--- src/rtl/serial_pkg.sv ---
// Shared types and defaults for the serial receive sequencer.
package serial_pkg;

    typedef enum logic [1:0] {
        HUNT = 2'd0,
        RECV = 2'd1,
        DONE = 2'd2
    } state_t;

    localparam int unsigned           SYNC_W_DEF    = 8;
    localparam logic [SYNC_W_DEF-1:0] SYNC_WORD_DEF = 8'hA5;

    // Width needed to hold a count from 0 up to and including n.
    function automatic int unsigned cnt_width(input int unsigned n);
        return $clog2(n + 1);
    endfunction

endpackage

--- src/rtl/serial_frame_ctrl_sync_detect.sv ---
// Sync-word hunter: serial history register plus MSB-first comparator.
module sync_detect
    import serial_pkg::*;
#(
    parameter int unsigned       SYNC_W    = SYNC_W_DEF,
    parameter logic [SYNC_W-1:0] SYNC_WORD = SYNC_W'(SYNC_WORD_DEF)
) (
    input  logic clk,
    input  logic rst,
    input  logic din,
    input  logic tick,
    input  logic clr,
    output logic match
);

    // Only SYNC_W-1 history bits are kept: the oldest bit of a full-width
    // register is shifted out before it could ever take part in a compare.
    logic [SYNC_W-2:0] hist_q;
    logic [SYNC_W-2:0] hist_d;
    logic [SYNC_W-1:0] window;

    always_comb begin
        window = {hist_q, din};
        match  = tick && (window == SYNC_WORD);
        hist_d = hist_q;
        if (clr) begin
            hist_d = '0;
        end else if (tick) begin
            hist_d = window[SYNC_W-2:0];
        end
    end

    always_ff @(posedge clk or posedge rst) begin
        if (rst) begin
            hist_q <= '0;
        end else begin
            hist_q <= hist_d;
        end
    end

endmodule

--- src/rtl/serial_frame_ctrl.sv ---
// Receive-side frame sequencer: sync hunt, payload shift gating, capture
// strobe and a valid/ack handshake with sticky overrun reporting.
module serial_frame_ctrl
    import serial_pkg::*;
#(
    parameter int unsigned       NDATA     = 128,
    parameter int unsigned       SYNC_W    = SYNC_W_DEF,
    parameter logic [SYNC_W-1:0] SYNC_WORD = SYNC_W'(SYNC_WORD_DEF)
) (
    input  logic                           clk,
    input  logic                           rst,
    input  logic                           din,
    input  logic                           bit_tick,
    input  logic                           frame_ack,
    input  logic                           clr_ovr,
    output logic                           shift_ena,
    output logic                           capture,
    output logic                           frame_valid,
    output logic                           overrun,
    output logic                           busy,
    output logic [cnt_width(NDATA)-1:0]    bit_cnt
);

    localparam int unsigned    CW   = cnt_width(NDATA);
    localparam logic [CW-1:0]  LAST = CW'(NDATA - 1);

    state_t        state_q, state_d;
    logic [CW-1:0] bit_cnt_q, bit_cnt_d;
    logic          frame_valid_q, frame_valid_d;
    logic          overrun_q, overrun_d;

    logic sync_tick;
    logic sync_clr;
    logic sync_match;

    // Sync matching only runs while hunting.
    assign sync_tick = bit_tick && (state_q == HUNT);

    sync_detect #(
        .SYNC_W    (SYNC_W),
        .SYNC_WORD (SYNC_WORD)
    ) u_sync (
        .clk   (clk),
        .rst   (rst),
        .din   (din),
        .tick  (sync_tick),
        .clr   (sync_clr),
        .match (sync_match)
    );

    always_comb begin
        state_d       = state_q;
        bit_cnt_d     = bit_cnt_q;
        frame_valid_d = frame_valid_q;
        overrun_d     = overrun_q;
        shift_ena     = 1'b0;
        capture       = 1'b0;
        sync_clr      = 1'b0;

        if (frame_valid_q && frame_ack) begin
            frame_valid_d = 1'b0;
        end
        if (clr_ovr) begin
            overrun_d = 1'b0;
        end

        unique case (state_q)
            HUNT: begin
                bit_cnt_d = '0;
                if (sync_match) begin
                    state_d = RECV;
                end
            end
            RECV: begin
                shift_ena = bit_tick;
                if (bit_tick) begin
                    bit_cnt_d = bit_cnt_q + CW'(1);
                    if (bit_cnt_q == LAST) begin
                        state_d = DONE;
                    end
                end
            end
            DONE: begin
                state_d   = HUNT;
                bit_cnt_d = '0;
                sync_clr  = 1'b1;
                // An ack landing this cycle frees the slot for the new frame;
                // the set below overrides both the ack clear and clr_ovr.
                if (!frame_valid_q || frame_ack) begin
                    capture       = 1'b1;
                    frame_valid_d = 1'b1;
                end else begin
                    overrun_d = 1'b1;
                end
            end
            default: begin
                state_d   = HUNT;
                bit_cnt_d = '0;
                sync_clr  = 1'b1;
            end
        endcase
    end

    always_ff @(posedge clk or posedge rst) begin
        if (rst) begin
            state_q       <= HUNT;
            bit_cnt_q     <= '0;
            frame_valid_q <= 1'b0;
            overrun_q     <= 1'b0;
        end else begin
            state_q       <= state_d;
            bit_cnt_q     <= bit_cnt_d;
            frame_valid_q <= frame_valid_d;
            overrun_q     <= overrun_d;
        end
    end

    assign busy        = (state_q == RECV);
    assign frame_valid = frame_valid_q;
    assign overrun     = overrun_q;
    assign bit_cnt     = bit_cnt_q;

endmodule

--- config.mk ---
export PLATFORM = sky130hd
export DESIGN_NAME = serial_frame_ctrl
export DESIGN_NICKNAME = d
export VERILOG_FILES = /design/src/rtl/serial_pkg.sv /design/src/rtl/serial_frame_ctrl_sync_detect.sv /design/src/rtl/serial_frame_ctrl.sv
export SDC_FILE = /design/constraint.sdc
export NUM_CORES = 1
export LEC_CHECK = 0
export ABC_AREA = 1
export CORE_AREA = 8 8 53 55
export CTS_CLUSTER_DIAMETER = 30
export CTS_CLUSTER_SIZE = 12
export DETAILED_ROUTE_END_ITERATION = 8
export DIE_AREA = 0 0 61 63
export GPL_TIMING_DRIVEN = 0
export HOLD_SLACK_MARGIN = 0.1
export PLACE_DENSITY = 0.8
export REMOVE_ABC_BUFFERS = 1
export SYNTH_ARGS = -nofsm -noshare
export SYNTH_HDL_FRONTEND = slang
export SYNTH_HIERARCHICAL = 1
export SYNTH_SLANG_ARGS = --single-unit
--- constraint.sdc ---
create_clock -name clk -period 3.4 [get_ports clk]
set_clock_uncertainty 0.1 [all_clocks]
set_input_delay 0.68 -clock clk [delete_from_list [all_inputs] [get_ports clk]]
set_output_delay 0.68 -clock clk [all_outputs]
set_load 0.01 [all_outputs]
# [Word level (Yosys, flattened, before mapping)]
# Index checks and enable logic that the tools add are counted.
# W data, S select, Z words.
[totals] register_bits=19 in_bits=6 output_inout_bits=13 wordCells=39
[op_classes] add_sub_neg=1 eq_ne=8 mux=17 reduce_logical=8
[ops] cell="$mux W8" n=2
[ops] cell="$mux W7" n=2
[ops] cell="$mux W1" n=9
[ops] cell="$add A8 B1 Y8 const B" n=1
[ops] cell="$eq A8 B7 Y1 const B" n=1
[ops] cell="$eq A8 B8 Y1 const B" n=1
[ops] cell="$mux W2" n=3
[ops] cell="$ne A2 B1 Y1 const B" n=2
[ops] cell="$ne A2 B2 Y1 const B" n=2
[ops] cell="$pmux W2 S2" n=1
[ops] cell="$logic_and A1 B1 Y1" n=3
[ops] cell="$reduce_and A3 Y1" n=1
[ops] cell="$eq A2 B1 Y1 const B" n=1
[ops] cell="$eq A2 B2 Y1 const B" n=1
[ops] cell="$logic_not A2 Y1" n=1
[ops] cell="$reduce_or A2 Y1" n=1
[ops] cell="$logic_not A1 Y1" n=1
[ops] cell="$logic_or A1 B1 Y1" n=1

# [Depth between registers and ports, before layout]
# Gate-level depths: netlist of run 1.
[logic_depth] word_depth=5 ltp_mapped=13 depth_no_buf=12

# [Modules after synthesis]
# The synthesis of run 1 kept the hierarchy.
[by_module_without_submodules] module="serial_frame_ctrl" instances=1 cells_each=89 area_per_inst_um2=658.1
[by_module_without_submodules] module="sync_detect" instances=1 cells_each=39 area_per_inst_um2=341.6

# [Least setup slack after synthesis of run 1]
# Ideal clock, no wire load.
[synth_path] path_type="input port to flip-flop" startpoint="in bit_tick" endpoint="reg state_q[0]" arrival_ps=1659 required_time_ps=3177 path_slack_ps=1518 stages=12 path_cell_list="inv_1 > nor3_1 > buf_6 > inv_6 > nor2_4 > nand3_2 > nor2_2 > inv_1 > nand2_1 > nand2_1 > o21ai_0 > nand2_1"
[synth_between] elab_chain_len=4 word_cells_on_any_way=5
[synth_rtl] item="start: declaration" line="serial_frame_ctrl.sv:13" text="input logic bit_tick,"
[synth_rtl] item="$logic_and A1 B1 Y1" line="serial_frame_ctrl.sv:37" text="assign sync_tick = bit_tick && (state_q == HUNT);"
[synth_rtl] item="net sync_tick" line="serial_frame_ctrl.sv:32" text="logic sync_tick;"
[synth_rtl] item="$logic_and A1 B1 Y1" line="serial_frame_ctrl_sync_detect.sv:24" text="match = tick && (window == SYNC_WORD);"
[synth_rtl] item="net sync_match" line="serial_frame_ctrl.sv:34" text="logic sync_match;"
[synth_rtl] item="$ne A2 B2 Y1 (no line)"
[synth_rtl] item="$reduce_and A3 Y1 (no line)"
[synth_rtl] item="end signal: assignment" line="serial_frame_ctrl.sv:111" text="state_q <= state_d;"
[synth_rtl] item="end: declaration" line="serial_frame_ctrl.sv:27" text="state_t state_q, state_d;"
# The timed path passes the listed nets, and every way through them passes these cells.
# A chain may end at the register's enable or synchronous reset.

# [Worst setup path after layout of run 1]
[layout_path] startpoint="in bit_tick" endpoint="reg state_q[1]"
# The elaborated chain is that of the path after synthesis.

==> results of run 1 <==
## path summary, 6_finish.rpt
kind	endpoint	cells after the start
max in group asynchronous	overrun$_DFF_PP0_	2
hold / removal	u_sync/hist_q[4]$_DFFE_PP0P_	2
setup reg to reg	state_q[1]$_DFFE_PP0P_	11
min in group asynchronous	u_sync/hist_q[3]$_DFFE_PP0P_	2
setup / recovery	state_q[1]$_DFFE_PP0P_	13
hold reg to reg	u_sync/hist_q[4]$_DFFE_PP0P_	2
## flip-flops by register name, indices dropped and copies added (netlist names)
signal and cells:
frame_valid 1, bit_cnt 8, overrun 1, state_q 2
u_sync/hist_q 7
## where the power goes
group          switching (mW)  internal (mW)
registers              0.0288          0.264
logic                  0.0806         0.0557
clock network          0.0691         0.0437
## layout by cell type, fill, tap and decap left out, drive strengths merged
master and n:
nand2 31, inv 24, nor2 21, dfrtp 19, clkdlybuf4s50 18, o21ai 11, nand3 10, a21oi 6
clkbuf 3, nor3 1, o22ai 1, ha 1, clkinv 1
## critical path, stage by stage
cell and delay, ps:
clkdlybuf4s50_1 530, inv_1 110, nor3_1 920, inv_6 60
nor2_4 130, nand3_2 70, nor2_2 110, inv_1 60
nand2_1 60, nand2_1 60, nor2_1 100, nor2_1 50
nor2_1 90
## per-stage QoR
stage	total power, mW	std cells	hold slack, ps	utilization, %	cell area [sq um]
floorplan	0.389	125	383	-	973
global placement	0.427	171	410	57.6	1190
detailed placement	0.434	171	409	57.6	1190
CTS	0.547	175	435	58.9	1220
global route	0.581	175	479	58.9	1220
finish	0.542	175	434	58.9	1220
## cells by family after synthesis
kind of cell             synth area share (%)
AO/OA/AOI/OAI                            10.3
adder cells (fa/ha/maj)                  1.25
AND/OR/NAND/NOR                          28.8
buffers and inverters                    12.1
flip-flops                               47.6
## metal layers
layer	global-route usage [%]	routed length [microns]	vias to the layer above
met5	0	0	-
li1	-	-	430
met4	6.12	14	0
met3	3.29	85	2
met1	14.0	923	380
met2	17.7	963	18
## synthesized netlist by cell type
cell / n
nand2_1: 29
nor2_4: 2
a21oi_2: 1
o21ai_2: 2
nand3_1: 8
nand2_2: 2
nand3_2: 2
inv_6: 1
inv_2: 1
ha_1: 1
clkbuf_1: 1
o22ai_1: 1
a21oi_1: 5
nor3_1: 1
o21ai_1: 3
inv_1: 22
buf_6: 2
nor2_1: 16
nor2_2: 3
o21ai_0: 6
dfrtp_1: 19
## area by class of cell
type / count / area, sq um / share of cell area [%]
clock buffer: 3 / 22.5 / 1.85
clock inverter: 1 / 5.00 / 0.412
inverter: 24 / 95.1 / 7.82
tap: 28 / 35.0 / 2.88
sequential: 19 / 475 / 39.1
timing repair buffer: 18 / 180 / 14.8
multi-input combinational: 82 / 403 / 33.1
==> flow_summary_export.csv, run 1 <==
group,metric,value,unit
run_status,status,"finished clean",
global_route,grt_max_degree,13,
sta,maxSlewViolCount,0,
global_route,grt.overflow.total,0,
job,maxCapViolCount,0,
place,gp_congestion,0.785,
synthesis,syn_area_per_cell,7.81,sq um
floorplan,dieWidth,61,microns
global_route,antenna_found_initial,0,
place,hpwl,1570,microns
global_route,grt_usage,11.6,%
global_route,grt_pass1_vias,832,
pwr,ir_worst_vdd,0.307,mV
routing,ant_nets,0,
synthesis,synthTopCellsByArea,"dfrtp_1 (48%), nand2_1 (11%), inv_1 (8.3%)",
finish,area_delta_synth_final,21.7,%
floorplan,die_area,3840,sq um
clocking,root_buffer,"clkbuf_4",
critical_path,worstPathMaxFanout,9,
finish,num_antenna_cells,0,
floorplan,initial_core_util,48.5,%
clocking,post-cts-setup-buffer-count,0,
sta,tightestPinTransition,1200,ps
place,io_buffers,18,
routing,wl,1990,microns
place,pre_cts_ws,202,ps
floorplan,rows,17,
critical_path,critical_path.reg2reg.startpoint,"state_q[1]$_DFFE_PP0P_",
clocking,clkSlewWorstSetupHoldPaths,110,ps
critical_path,cp-start-kind,"input pin",
pwr,p_per_area,445,nW/um^2
clocking,ctsHtreeMaxLevel,1,
critical_path,rrSetupSlack,970,ps
finish,nFillCells,206,
pwr,p_leak,0.567,nW
critical_path,crit_start,"bit_tick",
routing,vias_per_cell,4.74,
clocking,cts.sinks,19,
synthesis,synth_area,1000,sq um
floorplan,die_height,63,microns
finish,drive_gt1_share,12.2,%
critical_path,crit_required,3530,ps
routing,drcViolationCount,0,
synthesis,ys_types,21,
finish,nNetsFinal,155,
critical_path,critical_path.endpoint_type,"register",
clocking,clk_latency,290,ps
routing,vias,830,
synthesis,ys_warn_count,6,
clocking,cts-hold-fix-buffers,0,
synthesis,syn_inst,128,
clocking,cts_tree,"done",
sta,fin_crit_sh,85.3,%
routing,wl_per_cell,11.4,microns
sta,hold_viol_final,0,
global_route,grt_pass1_wl,3460,microns
worst_hold_path,hp-class,"register to register",
floorplan,core,2060,sq um
clocking,clk_path_buf_depth,2,
sta,rsz0062_at_grt,"false",
critical_path,crit_arrival,3030,ps
routing,dr.pass1.iters,4,
routing,drt_iter0_drc,17,
clocking,cts_buffers,3,
synthesis,synthDominantCellAreaShare,47.6,%
floorplan,io_pins,19,
synthesis,ys_seq_area_share,47.6,%
sta,fmax,345,MHz
sta,slew_headroom,19.2,%
clocking,postCtsResizedCells,0,
synthesis,synth_top_area_cell,"dfrtp_1",
critical_path,critPathKind,"input pin to register",
sta,setup_slack,501,ps
sta,finalSetupTns,0,ps
sta,finalSetupViolCount,0,
synthesis,ys_ff_latch,19,
sta,period_needed,2900,ps
worst_hold_path,holdCritStartpoint,"u_sync/hist_q[3]$_DFFE_PP0P_",
Note: power is estimated with default switching activity, not from simulation.
==> run 2, diff against run 1 <==
--- a/config.mk
+++ b/config.mk
@@ -14,7 +14,9 @@
 export GPL_TIMING_DRIVEN = 0
 export HOLD_SLACK_MARGIN = 0.1
 export PLACE_DENSITY = 0.8
+export RECOVER_POWER = 50
 export REMOVE_ABC_BUFFERS = 1
+export SLEW_MARGIN = 10
 export SYNTH_ARGS = -nofsm -noshare
 export SYNTH_HDL_FRONTEND = slang
 export SYNTH_HIERARCHICAL = 1
==> run 2 against run 1 <==
- sequential share of layout area grew 0.32 points
- total power fell by 0.29%
- non-clock buffer count unchanged
- combinational power about the same
- count of clock-buffer cells in the layout unchanged
- sequential cell count did not move
- cell count did not move
- global-route usage unchanged
- critical path type unchanged
- critical endpoint is now state_q[0]$_DFFE_PP0P_
- highest routed layer unchanged
==> flow_summary_export.csv, run 2 (synthesized netlist as in run 1, its figures left out) <==
group,metric,value,unit
routing,dr.pass1.iters,4,
finish,drive_gt1_share,10.9,%
floorplan,core,2060,sq um
critical_path,critical_path.cell_chain,"dlygate4sd3_1, inv_1, nor3_1, inv_6, nor2_4, nand3_2, nor2_2, inv_1, nand2_1, nand2_1, o21ai_0, nand2_1",
critical_path,crit_arrival,3050,ps
critical_path,cpMostUsedCell,"nand2_1",
sta,rsz0062_at_grt,"false",
clocking,ctsHtreeMaxLevel,1,
place,io_buffers,18,
floorplan,io_pins,19,
clocking,root_buffer,"clkbuf_4",
routing,ant_nets,0,
sta,finalSetupTns,0,ps
finish,design_area,1210,sq um
sta,period_needed,2960,ps
finish,num_antenna_cells,0,
clocking,clk_path_buf_depth,2,
finish,nFillCells,207,
pwr,ir_worst_vdd,0.307,mV
pwr,p_total,540,uW
critical_path,rrSetupSlack,990,ps
critical_path,crit_required,3490,ps
job,maxCapViolCount,0,
sta,tightestPinTransition,1190,ps
sta,finalSetupViolCount,0,
clocking,cts-hold-fix-buffers,0,
place,hpwl,1570,microns
routing,wl,1980,microns
clocking,cts.sinks,19,
global_route,grt_pass1_wl,3460,microns
floorplan,die_height,63,microns
critical_path,crit_buf_inv,4,
pwr,p_per_area,448,nW/um^2
finish,largest_register_ffs,8,
sta,holdWs,435,ps
routing,drt_iter0_drc,18,
clocking,clkSlewWorstSetupHoldPaths,110,ps
critical_path,critical_path.endpoint_type,"register",
routing,wl_per_cell,11.3,microns
routing,drcViolationCount,0,
run_status,status,"finished clean",
global_route,grt_max_degree,13,
clocking,cts_buffers,3,
worst_hold_path,hp-class,"register to register",
critical_path,cp_top_family,"simple AND/OR/NAND/NOR gates",
finish,layout_common_cells,"nand2_1 (29), inv_1 (22), dfrtp_1 (19)",
clocking,clk_latency,290,ps
floorplan,rows,17,
sta,hold_viol_final,0,
global_route,grt_pass1_vias,832,
floorplan,die_area,3840,sq um
sta,fmax,338,MHz
sta,slew_headroom,20.2,%
pwr,p_leak,0.568,nW
clocking,post-cts-setup-buffer-count,0,
floorplan,dieWidth,61,microns
finish,final_common_cell,"nand2_1",
sta,fin_crit_sh,87.1,%
global_route,grt.overflow.total,0,
finish,nNetsFinal,155,
finish,area_delta_synth_final,20.7,%
critical_path,critPathKind,"input pin to register",
critical_path,crit_slowest_cell,"nor3_1",
sta,maxSlewViolCount,0,
routing,vias_per_cell,4.77,
critical_path,worstPathMaxFanout,9,
place,placed_cell_area,1190,sq um
place,gp_congestion,0.785,
clocking,postCtsResizedCells,0,
clocking,cts_tree,"done",
floorplan,initial_core_util,48.5,%
global_route,antenna_found_initial,0,
global_route,grt_usage,11.6,%
critical_path,cp-start-kind,"input pin",
routing,vias,835,
critical_path,slowest_delay,910,ps
[run 2: cell type report]
class	instances	area (sq um)	share of cell area (%)
tap	28	35.0	2.90
clock buffer	3	22.5	1.87
sequential	19	475	39.4
timing repair buffer	18	180	14.9
multi-input combinational	82	393	32.6
clock inverter	1	5.00	0.415
inverter	24	95.1	7.88
[run 2: worst min-delay path, stage by stage (launching register included)]
cell	delay, ps
dfrtp_1	360
nand3_1	70
o21ai_1	70
[run 2: final timing paths]
kind	startpoint	end	cells past startpoint
max	bit_tick	state_q[0]$_DFFE_PP0P_	12
min	u_sync/hist_q[3]$_DFFE_PP0P_	u_sync/hist_q[4]$_DFFE_PP0P_	2
max reg2reg	state_q[1]$_DFFE_PP0P_	state_q[0]$_DFFE_PP0P_	10
min reg2reg	u_sync/hist_q[3]$_DFFE_PP0P_	u_sync/hist_q[4]$_DFFE_PP0P_	2
max in group asynchronous	rst	overrun$_DFF_PP0_	2
min in group asynchronous	rst	u_sync/hist_q[3]$_DFFE_PP0P_	2
[run 2: report_power, final]
group          leakage [nW]  internal, mW  switching, mW
combinational         0.296        0.0546         0.0793
clock                0.0177        0.0437         0.0696
sequential            0.254         0.264         0.0291
[run 2: through the flow]
step                      setup WS (ps)  utilization [%]  cells
after floorplan                    1090                -    125
after global placement              271             57.6    171
after detailed placement            202             57.6    171
after CTS                           520             58.9    175
after global routing                181             58.5    175
final                               438             58.5    175
[run 2: routing by layer]
metal	vias to the layer above	track usage (%)	part of all wire, %
met2	17	17.7	49
met5	-	0	0
li1	430	-	-
met1	386	14.0	46
met3	2	3.29	4.0
met4	0	6.12	0.71
